## src/rtl/nvm_pkg.sv

```systemverilog
// Shared NVM controller types: block-pool FSM states, block addressing and GC thresholds.
package nvm_pkg;

  localparam int unsigned NUM_BLK_DEF  = 64;
  localparam int unsigned GC_THRESHOLD = 8;

  typedef logic [$clog2(NUM_BLK_DEF)-1:0] blk_addr_t;

  typedef enum logic {
    IDLE,
    RECOVER
  } fifo_state_t;

  typedef enum logic [1:0] {
    GC_IDLE,
    GC_REQ,
    GC_BUSY
  } gc_state_t;

endpackage

```

## src/rtl/clean_blk_ram.sv

```systemverilog
// Single-write, single-read block-address array; write is synchronous, read is asynchronous.
module clean_blk_ram #(
  parameter int unsigned DEPTH  = 64,
  parameter int unsigned ADDR_W = 6,
  parameter int unsigned DATA_W = 6
) (
  input  logic              CLK,
  input  logic              we,
  input  logic [ADDR_W-1:0] waddr,
  input  logic [DATA_W-1:0] wdata,
  input  logic [ADDR_W-1:0] raddr,
  output logic [DATA_W-1:0] rdata
);

  logic [DATA_W-1:0] mem [DEPTH];

  always_ff @(posedge CLK) begin
    if (we) begin
      mem[waddr] <= wdata;
    end
  end

  assign rdata = mem[raddr];

endmodule

```

## src/rtl/clean_blk_fifo.sv

```systemverilog
// Circular pool of clean NVM block addresses with init fill, allocation pops and
// power-up recovery by walking an external block-status table.
module clean_blk_fifo
  import nvm_pkg::*;
#(
  parameter int unsigned NUM_BLK = NUM_BLK_DEF,
  parameter int unsigned BLK_W   = $clog2(NUM_BLK),
  parameter int unsigned CNT_W   = $clog2(NUM_BLK + 1)
) (
  input  logic             CLK,
  input  logic             RST,
  input  logic             initial_fifo,
  input  logic             fifo_write_en,
  input  logic [BLK_W-1:0] push_blk,
  input  logic             pop_req,
  output logic [BLK_W-1:0] pop_blk,
  output logic             pop_valid,
  output logic [CNT_W-1:0] clean_num,
  output logic             ini_full,
  input  logic             recover_start,
  output logic             fifo_recover_en,
  output logic [BLK_W-1:0] status_idx,
  input  logic             blk_clean_in,
  output logic             overflow,
  output logic             underflow
);

  fifo_state_t      state;
  logic [BLK_W-1:0] rd, wr, rec_idx;
  logic [CNT_W-1:0] ini_idx;

  logic             full, empty;
  logic             idle_go, pop_ok, push_ok, rec_push, we;
  logic [BLK_W-1:0] wdata, rd_data;

  function automatic logic [BLK_W-1:0] ptr_next(input logic [BLK_W-1:0] ptr);
    return (ptr == BLK_W'(NUM_BLK - 1)) ? '0 : ptr + 1'b1;
  endfunction

  assign full  = (clean_num == CNT_W'(NUM_BLK));
  assign empty = (clean_num == '0);

  always_comb begin
    idle_go  = (state == IDLE) && !recover_start;
    pop_ok   = idle_go && pop_req && !empty;
    // A same-cycle pop frees the slot, so a push into a full pool still lands.
    push_ok  = idle_go && fifo_write_en && (!full || pop_ok);
    rec_push = (state == RECOVER) && blk_clean_in;
    we       = push_ok || rec_push;
    if (rec_push) begin
      wdata = rec_idx;
    end else if (initial_fifo) begin
      wdata = ini_idx[BLK_W-1:0];
    end else begin
      wdata = push_blk;
    end
  end

  clean_blk_ram #(
    .DEPTH  (NUM_BLK),
    .ADDR_W (BLK_W),
    .DATA_W (BLK_W)
  ) u_ram (
    .CLK   (CLK),
    .we    (we),
    .waddr (wr),
    .wdata (wdata),
    .raddr (rd),
    .rdata (rd_data)
  );

  always_ff @(posedge CLK) begin
    if (RST) begin
      state     <= IDLE;
      rd        <= '0;
      wr        <= '0;
      rec_idx   <= '0;
      ini_idx   <= '0;
      clean_num <= '0;
      pop_blk   <= '0;
      pop_valid <= 1'b0;
      overflow  <= 1'b0;
      underflow <= 1'b0;
    end else begin
      unique case (state)
        IDLE: begin
          pop_valid <= pop_ok;
          if (recover_start) begin
            state     <= RECOVER;
            rd        <= '0;
            wr        <= '0;
            clean_num <= '0;
            ini_idx   <= '0;
            rec_idx   <= '0;
          end else begin
            if (pop_ok) begin
              pop_blk <= rd_data;
              rd      <= ptr_next(rd);
            end
            if (push_ok) begin
              wr <= ptr_next(wr);
              if (initial_fifo) begin
                ini_idx <= ini_idx + 1'b1;
              end
            end
            if (push_ok && !pop_ok) begin
              clean_num <= clean_num + 1'b1;
            end else if (pop_ok && !push_ok) begin
              clean_num <= clean_num - 1'b1;
            end
            if (fifo_write_en && !push_ok) begin
              overflow <= 1'b1;
            end
            if (pop_req && empty) begin
              underflow <= 1'b1;
            end
          end
        end
        RECOVER: begin
          pop_valid <= 1'b0;
          if (rec_push) begin
            wr        <= ptr_next(wr);
            clean_num <= clean_num + 1'b1;
          end
          rec_idx <= ptr_next(rec_idx);
          if (rec_idx == BLK_W'(NUM_BLK - 1)) begin
            state <= IDLE;
          end
        end
        default: state <= IDLE;
      endcase
    end
  end

  assign ini_full        = full;
  assign fifo_recover_en = (state == RECOVER);
  assign status_idx      = rec_idx;

endmodule

```

## config.mk

```make
export PLATFORM = sky130hd
export DESIGN_NAME = clean_blk_fifo
export DESIGN_NICKNAME = d
export VERILOG_FILES = /design/src/rtl/nvm_pkg.sv /design/src/rtl/clean_blk_ram.sv /design/src/rtl/clean_blk_fifo.sv
export SDC_FILE = /design/constraint.sdc
export NUM_CORES = 1
export LEC_CHECK = 0
export ABC_AREA = 1
export BUFFER_PORTS_ARGS = -buffer_cell sky130_fd_sc_hd__buf_2
export CORE_AREA = 2 2 199 201
export DETAILED_ROUTE_END_ITERATION = 10
export DIE_AREA = 0 0 201 203
export PLACE_DENSITY = 0.65
export SYNTH_ARGS = -nofsm -noshare
export SYNTH_HDL_FRONTEND = slang
export SYNTH_SLANG_ARGS = --single-unit
export TNS_END_PERCENT = 5
```

## constraint.sdc

```tcl
create_clock -name CLK -period 4.2 [get_ports CLK]
set_clock_uncertainty 0.2 [all_clocks]
set_input_delay 0.42 -clock CLK [delete_from_list [all_inputs] [get_ports CLK]]
set_output_delay 0.42 -clock CLK [all_outputs]
set_load 0.02 [all_outputs]
```

### Word level (Yosys, flattened, before mapping)

Memories as Yosys holds them, arrays and structs flattened. A register that Yosys moved wholly into a read port is not among the register bits.
Index checks and enable logic that the tools add are counted.

| cells by class | value |
|---|---|
| reduce and logical (&&, ||, !) cells | 28 |
| bitwise logic cells | 2 |
| equality and inequality tests | 8 |
| muxes and demuxes | 27 |
| add/subtract/negate cells | 6 |

Operators by type and width:

| operator | count |
|---|---|
| $mux 6 | 11 |
| $mux 7 | 7 |
| $pmux 6 s2 | 2 |
| $add 6x1->6 const B | 3 |
| $eq 6x6->1 const B | 3 |
| $add 7x1->7 const B | 2 |
| $pmux 7 s2 | 1 |
| $reduce_and 3->1 | 4 |
| $logic_and 1x1->1 | 10 |
| $eq 7x7->1 const B | 1 |
| $logic_not 7->1 | 1 |
| $sub 7x1->7 const B | 1 |
| $reduce_and 2->1 | 3 |
| $reduce_bool 2->1 | 3 |
| $logic_not 1->1 | 5 |
| $mux 1 | 4 |
| $ne 4x2->1 const B | 1 |
| $pmux 1 s2 | 2 |
| $ne 3x3->1 const B | 1 |
| $logic_or 1x1->1 | 2 |
| $ne 2x1->1 const B | 1 |
| $ne 2x2->1 const B | 1 |
| $not 1->1 | 2 |

| storage, ports and cells | value |
|---|---|
| logic and storage cells | 81 |
| flip-flop bits (word level) | 36 |
| output and inout bits | 24 |
| memories kept | 1 |
| memory bits (writable) | 384 |

Memory list:

| name | words | width | rd ports | clocked after Yosys merged registers in | wr ports | RTL line | text |
|---|---|---|---|---|---|---|---|
| u_ram.mem | 64 | 6 | 1 | 1 | 1 | clean_blk_ram.sv:15 | `logic [DATA_W-1:0] mem [DEPTH];` |

### Depth between registers and ports, before layout

Gate-level depths: netlist (run 1).

| logic depth | value |
|---|---|
| word-level depth | 12 |
| depth in mapped cells | 15 |

### Cells and area by module

A second synthesis (run 1) with hierarchy kept.

| unflattened totals | value |
|---|---|
| cell total of the unflattened synthesis | 1741 |
| area total of the unflattened synthesis | 18400.1 um^2 |

Modules (own cells, without submodules):

| module | area each (um^2) | sequential area each (um^2) | cells an instance | instances |
|---|---|---|---|---|
| clean_blk_ram | 15810.2 | 11531.1 | 1370 | 1 |
| clean_blk_fifo | 2590.0 | 820.8 | 371 | 1 |

### Least setup slack after synthesis (run 1)

No wires, ideal clock.

| timing path | value |
|---|---|
| path kind | register to register |
| from | register state, in the netlist fifo_recover_en |
| to | memory u_ram.mem[0][1] (data pin) |
| path slack | 0.367 ns |
| clock period less this slack | 3.833 ns |
| data arrival time | 3.045 ns |
| required time | 3.412 ns |
| setup time | 0.588 ns |
| path buffers | 2 |
| cell stages (with the launch flop) | 5 |
| cell sequence | dfxtp_1 buf_2 nand2_1 clkbuf_1 a31oi_1 |

| between the ends | value |
|---|---|
| cells in the longest elaborated chain, start to end | 2 |

Ends and longest elaborated chain:

| element | RTL line | text |
|---|---|---|
| start, declared | clean_blk_fifo.sv:28 | `fifo_state_t state;` |
| start signal, assigned | clean_blk_fifo.sv:74 | `state <= IDLE;` |
| start signal, assigned | clean_blk_fifo.sv:89 | `state <= RECOVER;` |
| start signal, assigned | clean_blk_fifo.sv:127 | `state <= IDLE;` |
| $logic_and 1x1->1 | clean_blk_fifo.sv:48 | `rec_push = (state == RECOVER) && blk_clean_in;` |
| $mux 6 | clean_blk_fifo.sv:50 | `if (rec_push) begin` |
| via u_ram.wdata[1] | clean_blk_ram.sv:10 | `input logic [DATA_W-1:0] wdata,` |
| end, declared | clean_blk_ram.sv:15 |  |

The timed path passes the listed nets, and every way through them passes these cells.

### Worst setup path in the final report (run 1)

| timing path | value |
|---|---|
| from | register clean_num[0] |
| to | memory u_ram.mem[50][3], enable pin |

| between the ends | value |
|---|---|
| cells in the longest elaborated chain, start to end | 8 |
| elaborated cells on any way between the ends | 10 |
| those cells by class | 1 x eq/ne; 2 x mux; 7 x reduce/logical |

Ends and longest elaborated chain:

| element | RTL line | text |
|---|---|---|
| start, declared | clean_blk_fifo.sv:18 | `output logic [CNT_W-1:0] clean_num,` |
| start signal, assigned | clean_blk_fifo.sv:107 | `clean_num <= clean_num + 1'b1;` |
| start signal, assigned | clean_blk_fifo.sv:109 | `clean_num <= clean_num - 1'b1;` |
| start signal, assigned | clean_blk_fifo.sv:123 | `clean_num <= clean_num + 1'b1;` |
| $logic_not 7->1 | clean_blk_fifo.sv:41 | `assign empty = (clean_num == '0);` |
| $logic_not 1->1 | clean_blk_fifo.sv:45 | `pop_ok = idle_go && pop_req && !empty;` |
| $logic_and 1x1->1 | clean_blk_fifo.sv:45 |  |
| $logic_or 1x1->1 (*) | clean_blk_fifo.sv:47 | `push_ok = idle_go && fifo_write_en && (!full \|\| pop_ok);` |
| $logic_and 1x1->1 (*) | clean_blk_fifo.sv:47 |  |
| $logic_or 1x1->1 (*) | clean_blk_fifo.sv:49 | `we = push_ok \|\| rec_push;` |
| $mux 1 (*) | clean_blk_ram.sv:18 | `if (we) begin` |
| $mux 1 (not written as such) (*) | clean_blk_ram.sv:19 | `mem[waddr] <= wdata;` |

Mark *: on every way between the ends. The rest lies on a longest branch, timed or not.

==> flow_results.xml, run 1 <==
<?xml version="1.0" encoding="UTF-8"?>
<metrics>
  <group name="worst_setup_path">
    <metric name="worst-endpoint-required" unit="ps">4190</metric>
    <metric name="path_common_cell" unit="">sky130_fd_sc_hd__nand2_2</metric>
    <metric name="timing.critical_path.arrival" unit="ps">3080</metric>
    <metric name="path_cells" unit="">inv_1 -&gt; ha_1 -&gt; nand2_2 -&gt; o21ai_4 -&gt; nand2_2 -&gt; nand3_2 -&gt; nand2_4 -&gt; nand4_1 -&gt; nor2_1</metric>
    <metric name="worstPathMaxFanout" unit="">12</metric>
    <metric name="slowest_delay" unit="ps">610</metric>
    <metric name="startpoint_type" unit="">register</metric>
    <metric name="setup.worst_path.end_class" unit="">register</metric>
    <metric name="crit_path_top_delay_cell" unit="">sky130_fd_sc_hd__nor2_1</metric>
    <metric name="critical_path_class" unit="">reg2reg</metric>
  </group>
  <group name="global_routing">
    <metric name="antenna_found_initial" unit="">0</metric>
    <metric name="grt_max_degree" unit="">221</metric>
    <metric name="global_route.overflow_total" unit="">0</metric>
    <metric name="groute.usage.overall" unit="%">22.7</metric>
    <metric name="first_global_vias" unit="">12600</metric>
    <metric name="wire_length_of_the_first_global_routing_pass" unit="um">71500</metric>
  </group>
  <group name="layout">
    <metric name="fin_nets" unit="">1924</metric>
    <metric name="layout.cells.most_common" unit="">sky130_fd_sc_hd__nand2_1</metric>
    <metric name="most-common-layout-cells" unit="">421 x sky130_fd_sc_hd__nand2_1, 384 x sky130_fd_sc_hd__edfxtp_1, 332 x sky130_fd_sc_hd__nand3_1</metric>
    <metric name="n_fill_cell" unit="">3276</metric>
    <metric name="seqCellArea" unit="um2">12400</metric>
    <metric name="n_antenna_cell" unit="">0</metric>
    <metric name="syn_to_final_growth" unit="%">11.6</metric>
    <metric name="multiInputGateArea" unit="um2">5300</metric>
    <metric name="layout-drive-gt1-share" unit="%">11.3</metric>
  </group>
  <group name="sta">
    <metric name="maxClockFrequency" unit="MHz">323</metric>
    <metric name="layout_worst_path_cycle_share" unit="%">73.6</metric>
    <metric name="report.final.setup_viol" unit="">0</metric>
    <metric name="fin_tns_setup" unit="ps">0</metric>
    <metric name="finalMaxSlewViolations" unit="">0</metric>
    <metric name="worst_margin_slew" unit="ps">1080</metric>
    <metric name="final-hold-violation-count" unit="">0</metric>
    <metric name="rsz0062_at_grt" unit="">false</metric>
    <metric name="slew_headroom" unit="%">28.1</metric>
    <metric name="timing.hold.ws" unit="ps">95.5</metric>
    <metric name="period_minus_slack" unit="ps">3090</metric>
  </group>
  <group name="routing">
    <metric name="route.final.wire_length" unit="um">45600</metric>
    <metric name="drt_pre_antenna_iters" unit="">5</metric>
    <metric name="drc" unit="">0</metric>
    <metric name="detailroute.via_count" unit="">13100</metric>
    <metric name="drtIter0Drc" unit="">1313</metric>
    <metric name="detail_route.vias_per_cell" unit="">5.35</metric>
    <metric name="detail-route-antenna-nets" unit="">0</metric>
    <metric name="route.detailed.wl_per_inst" unit="um">18.5</metric>
  </group>
  <group name="synth">
    <metric name="synth_top_cells_by_area" unit="">sky130_fd_sc_hd__edfxtp_1 61%, sky130_fd_sc_hd__nand3_1 8.7%, sky130_fd_sc_hd__nand2_1 8.3%, sky130_fd_sc_hd__inv_1 5.3%, sky130_fd_sc_hd__dfxtp_1 4.3%</metric>
    <metric name="syn-instance-count" unit="">1894</metric>
    <metric name="yosys.area.top_type_share" unit="%">60.5</metric>
    <metric name="synth_seq_area_share" unit="%">64.8</metric>
    <metric name="synth.ff_latch_count" unit="">425</metric>
    <metric name="ys_types" unit="">45</metric>
    <metric name="avgSynthCellArea" unit="um2">10.1</metric>
    <metric name="synth_warnings" unit="">0</metric>
    <metric name="post_synth_instance_area" unit="um2">19100</metric>
    <metric name="synth.largest_area_cell" unit="">sky130_fd_sc_hd__edfxtp_1</metric>
    <metric name="synth.net_count" unit="">1915</metric>
  </group>
  <group name="job">
    <metric name="cap_violations" unit="">0</metric>
  </group>
  <group name="clock_tree">
    <metric name="numCtsBuffers" unit="">43</metric>
    <metric name="cts.path.max_buffers" unit="">3</metric>
    <metric name="ctsHoldBuffers" unit="">0</metric>
    <metric name="postCtsSetupRepairBufs" unit="">0</metric>
    <metric name="clk_lat_worst_skew" unit="ps">560</metric>
    <metric name="htreeDepth" unit="">2</metric>
    <metric name="clkTransAtPathRegs" unit="ps">60</metric>
    <metric name="cts.root.buffer_cell" unit="">sky130_fd_sc_hd__clkbuf_16</metric>
    <metric name="cts.sinks" unit="">425</metric>
    <metric name="tritoncts" unit="">built</metric>
    <metric name="ctsResizeCount" unit="">0</metric>
  </group>
  <group name="die">
    <metric name="dieArea" unit="um2">40800</metric>
    <metric name="floorplan.die.width" unit="um">201</metric>
    <metric name="core-area" unit="um2">38500</metric>
    <metric name="fp-row-count" unit="">72</metric>
    <metric name="i_o_pin_total" unit="">37</metric>
    <metric name="die_h" unit="um">203</metric>
    <metric name="initial_standard_cell_utilization_of_the_core" unit="%">49.5</metric>
  </group>
  <group name="status">
    <metric name="run_status" unit="">finished, final reports clean</metric>
  </group>
  <group name="power">
    <metric name="vdd_ir_drop_max" unit="mV">0.339</metric>
    <metric name="power-per-cell-area" unit="nW/um2">449</metric>
    <metric name="cellLeakagePower" unit="nW">8.38</metric>
  </group>
  <group name="placement">
    <metric name="gpl.final_weighted_congestion" unit="">0.825</metric>
    <metric name="dp.final_hpwl" unit="um">27700</metric>
    <metric name="io_buffer_count" unit="">36</metric>
  </group>
  <group name="worst_hold_path">
    <metric name="hold_path_class" unit="">in2reg</metric>
  </group>
</metrics>
-- sequential cells by signal (all words and copies together), names as in the netlist --
signal and flops:
clean_num 7, status_idx 6, underflow 1, fifo_recover_en 1
u_ram.mem 384, wr 6, pop_valid 1, pop_blk 6
rd 6, overflow 1, ini_idx 6
-- final timing paths --
kind	start	endpoint	slack (ps)	cells past startpoint
worst min register to register	ini_idx[3]	ini_idx[3]	270	2
worst max-delay path	clean_num[0]	u_ram.mem[50][3]	1110	9
worst max register to register	clean_num[0]	u_ram.mem[50][3]	1110	9
worst min-delay path	recover_start	wr[3]	100	4
-- stage by stage --
stage          total power, mW  cells  setup slack [ps]  area, um2  util, %
2_1_floorplan             5.38   1894               367      19100        -
3_3_place_gp              5.64   2376              1090      19800     51.4
3_5_place_dp              5.66   2376              1010      19800     51.4
4_1_cts                   9.62   2456              1110      21300     55.3
5_1_grt                   9.87   2456               900      21300     55.3
6_report                  9.56   2456              1110      21300     55.3
-- power by group --
part	internal [mW]	leakage (nW)	switching [mW]
Sequential	4.70	3.83	0.0386
Combinational	0.229	3.83	0.601
Clock	2.41	0.729	1.58
-- cells in the mapped netlist (all sizes together) --
| master | instances |
|---|---|
| nand2 | 428 |
| edfxtp | 384 |
| nand3 | 334 |
| inv | 281 |
| nor2 | 147 |
| buf | 54 |
| or2 | 48 |
| dfxtp | 41 |
| clkbuf | 37 |
| o21ai | 35 |
| a21oi | 32 |
| o211ai | 28 |
| nand4 | 9 |
| ha | 8 |
| xor2 | 7 |
| a31oi | 5 |
| a211oi | 2 |
| a221oi | 2 |
| clkinv | 2 |
| nor3 | 2 |
| o21a | 2 |
| a21o | 1 |
| a32o | 1 |
| o2111ai | 1 |
| o221ai | 1 |
| o22ai | 1 |
| o31ai | 1 |
-- per-layer routing --
metal / vias up / wire, um / track usage, %
met4: 0 / 1010 / 6.88
met5: - / 0 / 0
met3: 62 / 3640 / 3.63
li1: 6320 / - / -
met2: 519 / 21100 / 36.8
met1: 6234 / 19800 / 31.7
-- layout make-up --
class	instances	area share [%]
sequential	425	58.1
multi-input combinational	1095	24.9
clock buffer	55	5.51
inverter	283	5.04
tap	518	3.05
timing repair buffer	55	1.87
clock inverter	25	1.48
-- kinds of logic after synthesis --
group,share of synthesized area [%]
adders and majority gates,0.525
AOI/OAI and AO/OA,3.68
xor gates and xnor gates,0.322
buffers and inverters,7.81
and+or+nand+nor,22.9
DFF,64.8
-- worst max-delay path: cells and delay by family (launching register included) --
family / cells / cell delay, ps
buffers and inverters: 1 / 120
AOI/OAI and AO/OA: 1 / 110
adders and majority gates: 1 / 220
DFF: 1 / 370
and+or+nand+nor: 6 / 1710
No activity file was read; power rests on OpenSTA's default activity.
==> run 2: changes to the inputs <==
==> constraint.sdc (replaced) <==
create_clock -name CLK -period 3.15 [get_ports CLK]
set_clock_uncertainty 0.2 [all_clocks]
set_input_delay 0.315 -clock CLK [delete_from_list [all_inputs] [get_ports CLK]]
set_output_delay 0.315 -clock CLK [all_outputs]
set_load 0.02 [all_outputs]
==> flow_results.xml, run 2 (synthesis results as in run 1) <==
<?xml version="1.0" encoding="UTF-8"?>
<metrics>
  <group name="layout">
    <metric name="final_core_util" unit="%">56.0</metric>
    <metric name="syn_to_final_growth" unit="%">13.1</metric>
    <metric name="largest_register_ffs" unit="">384</metric>
    <metric name="most-common-layout-cells" unit="">421 x sky130_fd_sc_hd__nand2_1, 384 x sky130_fd_sc_hd__edfxtp_1, 332 x sky130_fd_sc_hd__nand3_1</metric>
    <metric name="layout.cells.most_common" unit="">sky130_fd_sc_hd__nand2_1</metric>
    <metric name="finish.instance_area" unit="um2">21600</metric>
    <metric name="registers.top_by_ff_count" unit="">u_ram.mem</metric>
    <metric name="n_fill_cell" unit="">3260</metric>
    <metric name="layout-drive-gt1-share" unit="%">11.6</metric>
    <metric name="fin_nets" unit="">1938</metric>
    <metric name="n_antenna_cell" unit="">0</metric>
    <metric name="top_regs" unit="">u_ram.mem (384), clean_num (7)</metric>
  </group>
  <group name="job">
    <metric name="cap_violations" unit="">0</metric>
  </group>
  <group name="worst_setup_path">
    <metric name="reg2reg_from" unit="">clean_num[0]</metric>
    <metric name="startpoint_type" unit="">register</metric>
    <metric name="ff2ff_setup_slack" unit="ps">300</metric>
    <metric name="setup.worst_path.end_class" unit="">register</metric>
    <metric name="worst-endpoint-required" unit="ps">3130</metric>
    <metric name="timing.critical_path.arrival" unit="ps">2840</metric>
    <metric name="worstReg2RegEnd" unit="">u_ram.mem[36][2]</metric>
    <metric name="worstPathMaxFanout" unit="">12</metric>
    <metric name="critical_path_class" unit="">reg2reg</metric>
    <metric name="r2r_cells" unit="">9</metric>
  </group>
  <group name="clock_tree">
    <metric name="cts.path.max_buffers" unit="">3</metric>
    <metric name="postCtsSetupRepairBufs" unit="">0</metric>
    <metric name="cts.sinks" unit="">425</metric>
    <metric name="cts.root.buffer_cell" unit="">sky130_fd_sc_hd__clkbuf_16</metric>
    <metric name="clk_lat_worst_skew" unit="ps">560</metric>
    <metric name="numCtsBuffers" unit="">45</metric>
    <metric name="htreeDepth" unit="">2</metric>
    <metric name="tritoncts" unit="">built</metric>
    <metric name="ctsHoldBuffers" unit="">3</metric>
    <metric name="clkTransAtPathRegs" unit="ps">60</metric>
    <metric name="ctsResizeCount" unit="">0</metric>
  </group>
  <group name="worst_hold_path">
    <metric name="hold_path_class" unit="">in2reg</metric>
    <metric name="worst_hold_startpoint" unit="">RST</metric>
    <metric name="min_path_cells" unit="">2</metric>
    <metric name="whs_endpoint" unit="">underflow</metric>
  </group>
  <group name="sta">
    <metric name="finalMaxSlewViolations" unit="">0</metric>
    <metric name="worst_margin_slew" unit="ps">880</metric>
    <metric name="report.final.setup_viol" unit="">0</metric>
    <metric name="timing.hold.ws" unit="ps">69.6</metric>
    <metric name="maxClockFrequency" unit="MHz">350</metric>
    <metric name="rsz0062_at_grt" unit="">false</metric>
    <metric name="slew_headroom" unit="%">41.0</metric>
    <metric name="period_minus_slack" unit="ps">2850</metric>
    <metric name="layout_worst_path_cycle_share" unit="%">90.6</metric>
    <metric name="final-hold-violation-count" unit="">0</metric>
  </group>
  <group name="routing">
    <metric name="detail-route-antenna-nets" unit="">0</metric>
    <metric name="route.detailed.wl_per_inst" unit="um">18.7</metric>
    <metric name="detail_route.vias_per_cell" unit="">5.37</metric>
    <metric name="drt_pre_antenna_iters" unit="">5</metric>
    <metric name="route.final.wire_length" unit="um">46300</metric>
    <metric name="drtIter0Drc" unit="">1058</metric>
    <metric name="drc" unit="">0</metric>
    <metric name="detailroute.via_count" unit="">13300</metric>
  </group>
  <group name="power">
    <metric name="power-per-cell-area" unit="nW/um2">605</metric>
    <metric name="clock_power_share" unit="%">42.8</metric>
    <metric name="netSwitchingFraction" unit="%">22.8</metric>
    <metric name="cellLeakagePower" unit="nW">8.51</metric>
    <metric name="power.sequential.fraction" unit="%">48.5</metric>
    <metric name="share_of_total_power_in_combinational_logic" unit="%">8.7</metric>
    <metric name="internal_power" unit="mW">10.1</metric>
    <metric name="vdd_ir_drop_max" unit="mV">0.448</metric>
    <metric name="net-switching-power" unit="mW">2.97</metric>
  </group>
  <group name="global_routing">
    <metric name="wire_length_of_the_first_global_routing_pass" unit="um">72100</metric>
    <metric name="antenna_found_initial" unit="">0</metric>
    <metric name="global_route.overflow_total" unit="">0</metric>
    <metric name="groute.usage.overall" unit="%">23.0</metric>
    <metric name="first_global_vias" unit="">13000</metric>
    <metric name="grt_max_degree" unit="">102</metric>
  </group>
  <group name="die">
    <metric name="fp-row-count" unit="">72</metric>
    <metric name="core-area" unit="um2">38500</metric>
    <metric name="floorplan.die.width" unit="um">201</metric>
    <metric name="i_o_pin_total" unit="">37</metric>
    <metric name="initial_standard_cell_utilization_of_the_core" unit="%">49.5</metric>
    <metric name="die_h" unit="um">203</metric>
    <metric name="dieArea" unit="um2">40800</metric>
  </group>
  <group name="status">
    <metric name="run_status" unit="">finished, final reports clean</metric>
  </group>
  <group name="placement">
    <metric name="io_buffer_count" unit="">36</metric>
    <metric name="dp.final_hpwl" unit="um">28900</metric>
    <metric name="dpl-instance-area" unit="um2">20000</metric>
    <metric name="gpl.final_weighted_congestion" unit="">0.847</metric>
  </group>
</metrics>
-- run 2: changes by cell type in the layout (fill, tap and decap cells not counted), sizes merged --
cell | previous run | this run
bufinv | 7 | 9
dlygate4sd3 | 0 | 3
clkbuf | 55 | 58
buf | 55 | 64
clkinvlp | 2 | 1
-- run 2: power by group through the flow --
stage	clock network, mW	logic, mW	registers, mW
2_1_floorplan	0	0.710	6.46
3_3_place_gp	0	1.13	6.43
3_5_place_dp	0	1.13	6.44
4_1_cts	5.66	1.14	6.32
5_1_grt	5.87	1.26	6.32
6_report	5.58	1.13	6.32
-- run 2: cell type report --
type / count / area (um2) / area share [%]
multi-input cells: 1095 / 5300 / 24.6
repair buffers: 67 / 596 / 2.76
clock inverters: 26 / 357 / 1.65
well taps: 518 / 648 / 3.01
inverters: 283 / 1070 / 4.97
clock buffers: 58 / 1220 / 5.65
flip-flops and latches: 425 / 12400 / 57.3
-- run 2: worst max path at each step --
stage | startpoint | to | slack (ps)
after floorplan | fifo_recover_en | u_ram.mem[0][1] | -680
after global placement | clean_num[0] | u_ram.mem[28][4] | 430
after detailed placement | clean_num[0] | u_ram.mem[44][5] | 340
after CTS | clean_num[0] | u_ram.mem[44][3] | 310
after global routing | clean_num[0] | u_ram.mem[52][1] | 130
final | clean_num[0] | u_ram.mem[36][2] | 300
-- run 2: worst max-delay path: stages, from the launching register on --
cell and delay (ps):
sky130_fd_sc_hd__dfxtp_1 360, sky130_fd_sc_hd__inv_1 120, sky130_fd_sc_hd__ha_1 220, sky130_fd_sc_hd__nand2_2 110, sky130_fd_sc_hd__o21ai_4 110, sky130_fd_sc_hd__nand2_2 80, sky130_fd_sc_hd__nand3_2 80, sky130_fd_sc_hd__nand2_4 240
sky130_fd_sc_hd__nand4_4 400, sky130_fd_sc_hd__nor2_1 540
-- run 2: layer usage --
metal	part of all wire, %	GRT usage, %	vias to the layer above
li1	-	-	6352
met1	42	30.6	6335
met2	47	38.4	498
met3	7.4	3.53	93
met4	3.1	8.28	0
met5	0	0	-
-- run 2: per-stage QoR --
stage / worst slack, ps / std cells / total power [mW] / TNS [ps]
CTS: 307 / 2472 / 13.1 / 0
finish: 295 / 2472 / 13.0 / 0
global placement: 434 / 2385 / 7.56 / 0
global route: 135 / 2472 / 13.4 / 0
floorplan: -683 / 1894 / 7.17 / -226960
detailed placement: 337 / 2385 / 7.57 / 0
==> run 3: changes to the inputs <==
==> constraint.sdc (replaced) <==
create_clock -name CLK -period 3.15 [get_ports CLK]
set_clock_uncertainty 0.2 [all_clocks]
set_input_delay 0.63 -clock CLK [delete_from_list [all_inputs] [get_ports CLK]]
set_output_delay 0.63 -clock CLK [all_outputs]
set_load 0.02 [all_outputs]
==> flow_results.xml, run 3 (synthesis results as in run 1) <==
<?xml version="1.0" encoding="UTF-8"?>
<metrics>
  <group name="routing">
    <metric name="route.final.wire_length" unit="um">46100</metric>
    <metric name="detail_route.vias_per_cell" unit="">5.33</metric>
    <metric name="route.detailed.wl_per_inst" unit="um">18.5</metric>
    <metric name="drtIter0Drc" unit="">1197</metric>
    <metric name="drt_pre_antenna_iters" unit="">6</metric>
    <metric name="detail-route-antenna-nets" unit="">0</metric>
    <metric name="detailroute.via_count" unit="">13300</metric>
    <metric name="drc" unit="">0</metric>
  </group>
  <group name="worst_setup_path">
    <metric name="crit_path_start" unit="">clean_num[0]</metric>
    <metric name="crit_path_top_delay_cell" unit="">sky130_fd_sc_hd__nor2_1</metric>
    <metric name="worst-endpoint-required" unit="ps">3150</metric>
    <metric name="reg2reg_from" unit="">clean_num[0]</metric>
    <metric name="startpoint_type" unit="">register</metric>
    <metric name="cp_top_family" unit="">simple AND/OR/NAND/NOR gates</metric>
    <metric name="worstPathMaxFanout" unit="">9</metric>
    <metric name="path_common_cell" unit="">sky130_fd_sc_hd__nand2_2</metric>
    <metric name="slowest_delay" unit="ps">510</metric>
    <metric name="setup.worst_path.end_class" unit="">register</metric>
    <metric name="critical_path_class" unit="">reg2reg</metric>
    <metric name="crit_buf_inv" unit="">1</metric>
    <metric name="path_cells" unit="">inv_1 -&gt; ha_1 -&gt; nand2_2 -&gt; o21ai_4 -&gt; nand2_2 -&gt; nand3_2 -&gt; nand2_4 -&gt; nand4_4 -&gt; nor2_1</metric>
    <metric name="timing.critical_path.arrival" unit="ps">2700</metric>
  </group>
  <group name="clock_tree">
    <metric name="cts.root.buffer_cell" unit="">sky130_fd_sc_hd__clkbuf_16</metric>
    <metric name="cts.sinks" unit="">425</metric>
    <metric name="clkTransAtPathRegs" unit="ps">70</metric>
    <metric name="clk_lat_worst_skew" unit="ps">570</metric>
    <metric name="tritoncts" unit="">built</metric>
    <metric name="htreeDepth" unit="">2</metric>
    <metric name="ctsHoldBuffers" unit="">0</metric>
    <metric name="postCtsSetupRepairBufs" unit="">0</metric>
    <metric name="cts.path.max_buffers" unit="">3</metric>
    <metric name="ctsResizeCount" unit="">0</metric>
    <metric name="numCtsBuffers" unit="">45</metric>
  </group>
  <group name="global_routing">
    <metric name="wire_length_of_the_first_global_routing_pass" unit="um">72600</metric>
    <metric name="global_route.overflow_total" unit="">0</metric>
    <metric name="grt_max_degree" unit="">163</metric>
    <metric name="antenna_found_initial" unit="">0</metric>
    <metric name="first_global_vias" unit="">13000</metric>
    <metric name="groute.usage.overall" unit="%">23.0</metric>
  </group>
  <group name="die">
    <metric name="dieArea" unit="um2">40800</metric>
    <metric name="core-area" unit="um2">38500</metric>
    <metric name="die_h" unit="um">203</metric>
    <metric name="i_o_pin_total" unit="">37</metric>
    <metric name="fp-row-count" unit="">72</metric>
    <metric name="initial_standard_cell_utilization_of_the_core" unit="%">49.5</metric>
    <metric name="floorplan.die.width" unit="um">201</metric>
  </group>
  <group name="power">
    <metric name="net-switching-power" unit="mW">3.06</metric>
    <metric name="clock_power_share" unit="%">41.7</metric>
    <metric name="power-per-cell-area" unit="nW/um2">591</metric>
    <metric name="netSwitchingFraction" unit="%">24.0</metric>
    <metric name="cellLeakagePower" unit="nW">8.55</metric>
    <metric name="vdd_ir_drop_max" unit="mV">0.457</metric>
    <metric name="power.sequential.fraction" unit="%">49.5</metric>
    <metric name="share_of_total_power_in_combinational_logic" unit="%">8.8</metric>
    <metric name="internal_power" unit="mW">9.69</metric>
  </group>
  <group name="sta">
    <metric name="finalMaxSlewViolations" unit="">0</metric>
    <metric name="layout_worst_path_cycle_share" unit="%">85.6</metric>
    <metric name="final-hold-violation-count" unit="">0</metric>
    <metric name="slew_headroom" unit="%">53.6</metric>
    <metric name="period_minus_slack" unit="ps">2700</metric>
    <metric name="report.final.setup_viol" unit="">0</metric>
    <metric name="final_critical_path_setup_slack" unit="ps">453</metric>
    <metric name="worst_margin_slew" unit="ps">696</metric>
    <metric name="rsz0062_at_grt" unit="">false</metric>
    <metric name="fin_tns_setup" unit="ps">0</metric>
    <metric name="timing.hold.ws" unit="ps">204</metric>
    <metric name="maxClockFrequency" unit="MHz">371</metric>
  </group>
  <group name="job">
    <metric name="cap_violations" unit="">0</metric>
  </group>
  <group name="worst_hold_path">
    <metric name="hold_path_class" unit="">in2reg</metric>
    <metric name="worst_hold_startpoint" unit="">recover_start</metric>
  </group>
  <group name="placement">
    <metric name="place_worst_setup_slack" unit="ps">229</metric>
    <metric name="io_buffer_count" unit="">36</metric>
    <metric name="gpl.final_weighted_congestion" unit="">0.854</metric>
    <metric name="dp.final_hpwl" unit="um">28000</metric>
  </group>
  <group name="layout">
    <metric name="registers.top_by_ff_count" unit="">u_ram.mem</metric>
    <metric name="syn_to_final_growth" unit="%">13.2</metric>
    <metric name="fin_nets" unit="">1955</metric>
    <metric name="most-common-layout-cells" unit="">421 x sky130_fd_sc_hd__nand2_1, 384 x sky130_fd_sc_hd__edfxtp_1, 332 x sky130_fd_sc_hd__nand3_1</metric>
    <metric name="n_antenna_cell" unit="">0</metric>
    <metric name="layout.cells.most_common" unit="">sky130_fd_sc_hd__nand2_1</metric>
    <metric name="top_regs" unit="">u_ram.mem (384), clean_num (7)</metric>
    <metric name="layout-drive-gt1-share" unit="%">12.8</metric>
    <metric name="largest_register_ffs" unit="">384</metric>
  </group>
  <group name="status">
    <metric name="run_status" unit="">finished, final reports clean</metric>
  </group>
</metrics>
## run 3: final timing paths
path / end / slack (ps) / cells after the start
worst max-delay path: u_ram.mem[62][2] / 450 / 9
worst min-delay path: ini_idx[1] / 200 / 4
worst max register to register: u_ram.mem[62][2] / 450 / 9
worst min register to register: underflow / 270 / 2
## run 3: area by class of cell
cell class	instances	area, um2
inverter	283	1070
sequential	425	12400
multi-input combinational	1095	5300
tap	518	648
fill	3307	16900
timing repair buffer	84	691
clock inverter	30	327
clock buffer	53	1180
## run 3: through the flow
stage          util (%)  instance area, um2  total power, mW  std cells
6_report           56.1               21600             12.8       2488
5_1_grt            56.1               21600             13.2       2488
4_1_cts            56.1               21600             12.8       2488
3_5_place_dp       52.2               20100             7.55       2405
3_3_place_gp       52.2               20100             7.54       2405
2_1_floorplan         -               19100             7.17       1894
## run 3: worst reg2reg max path, cell delays in order, from the launching register on
cell                      delay (ps)
sky130_fd_sc_hd__dfxtp_1         370
sky130_fd_sc_hd__inv_1           120
sky130_fd_sc_hd__ha_1            220
sky130_fd_sc_hd__nand2_2         120
sky130_fd_sc_hd__o21ai_4         110
sky130_fd_sc_hd__nand2_2          90
sky130_fd_sc_hd__nand3_2          80
sky130_fd_sc_hd__nand2_4         190
sky130_fd_sc_hd__nand4_4         320
sky130_fd_sc_hd__nor2_1          510
## run 3: metal layers
metal  track usage [%]  wire length [um]
met1              31.1             19400
met2              38.1             21500
met3              3.56              3760
met4              8.10              1410
met5                 0                 0
## run 3: power groups by stage
stage / clock [mW] / combinational, mW / sequential [mW]
after floorplan: 0 / 0.710 / 6.46
after global placement: 0 / 1.12 / 6.42
after detailed placement: 0 / 1.12 / 6.42
after CTS: 5.40 / 1.13 / 6.30
after global routing: 5.62 / 1.25 / 6.31
final: 5.32 / 1.12 / 6.31
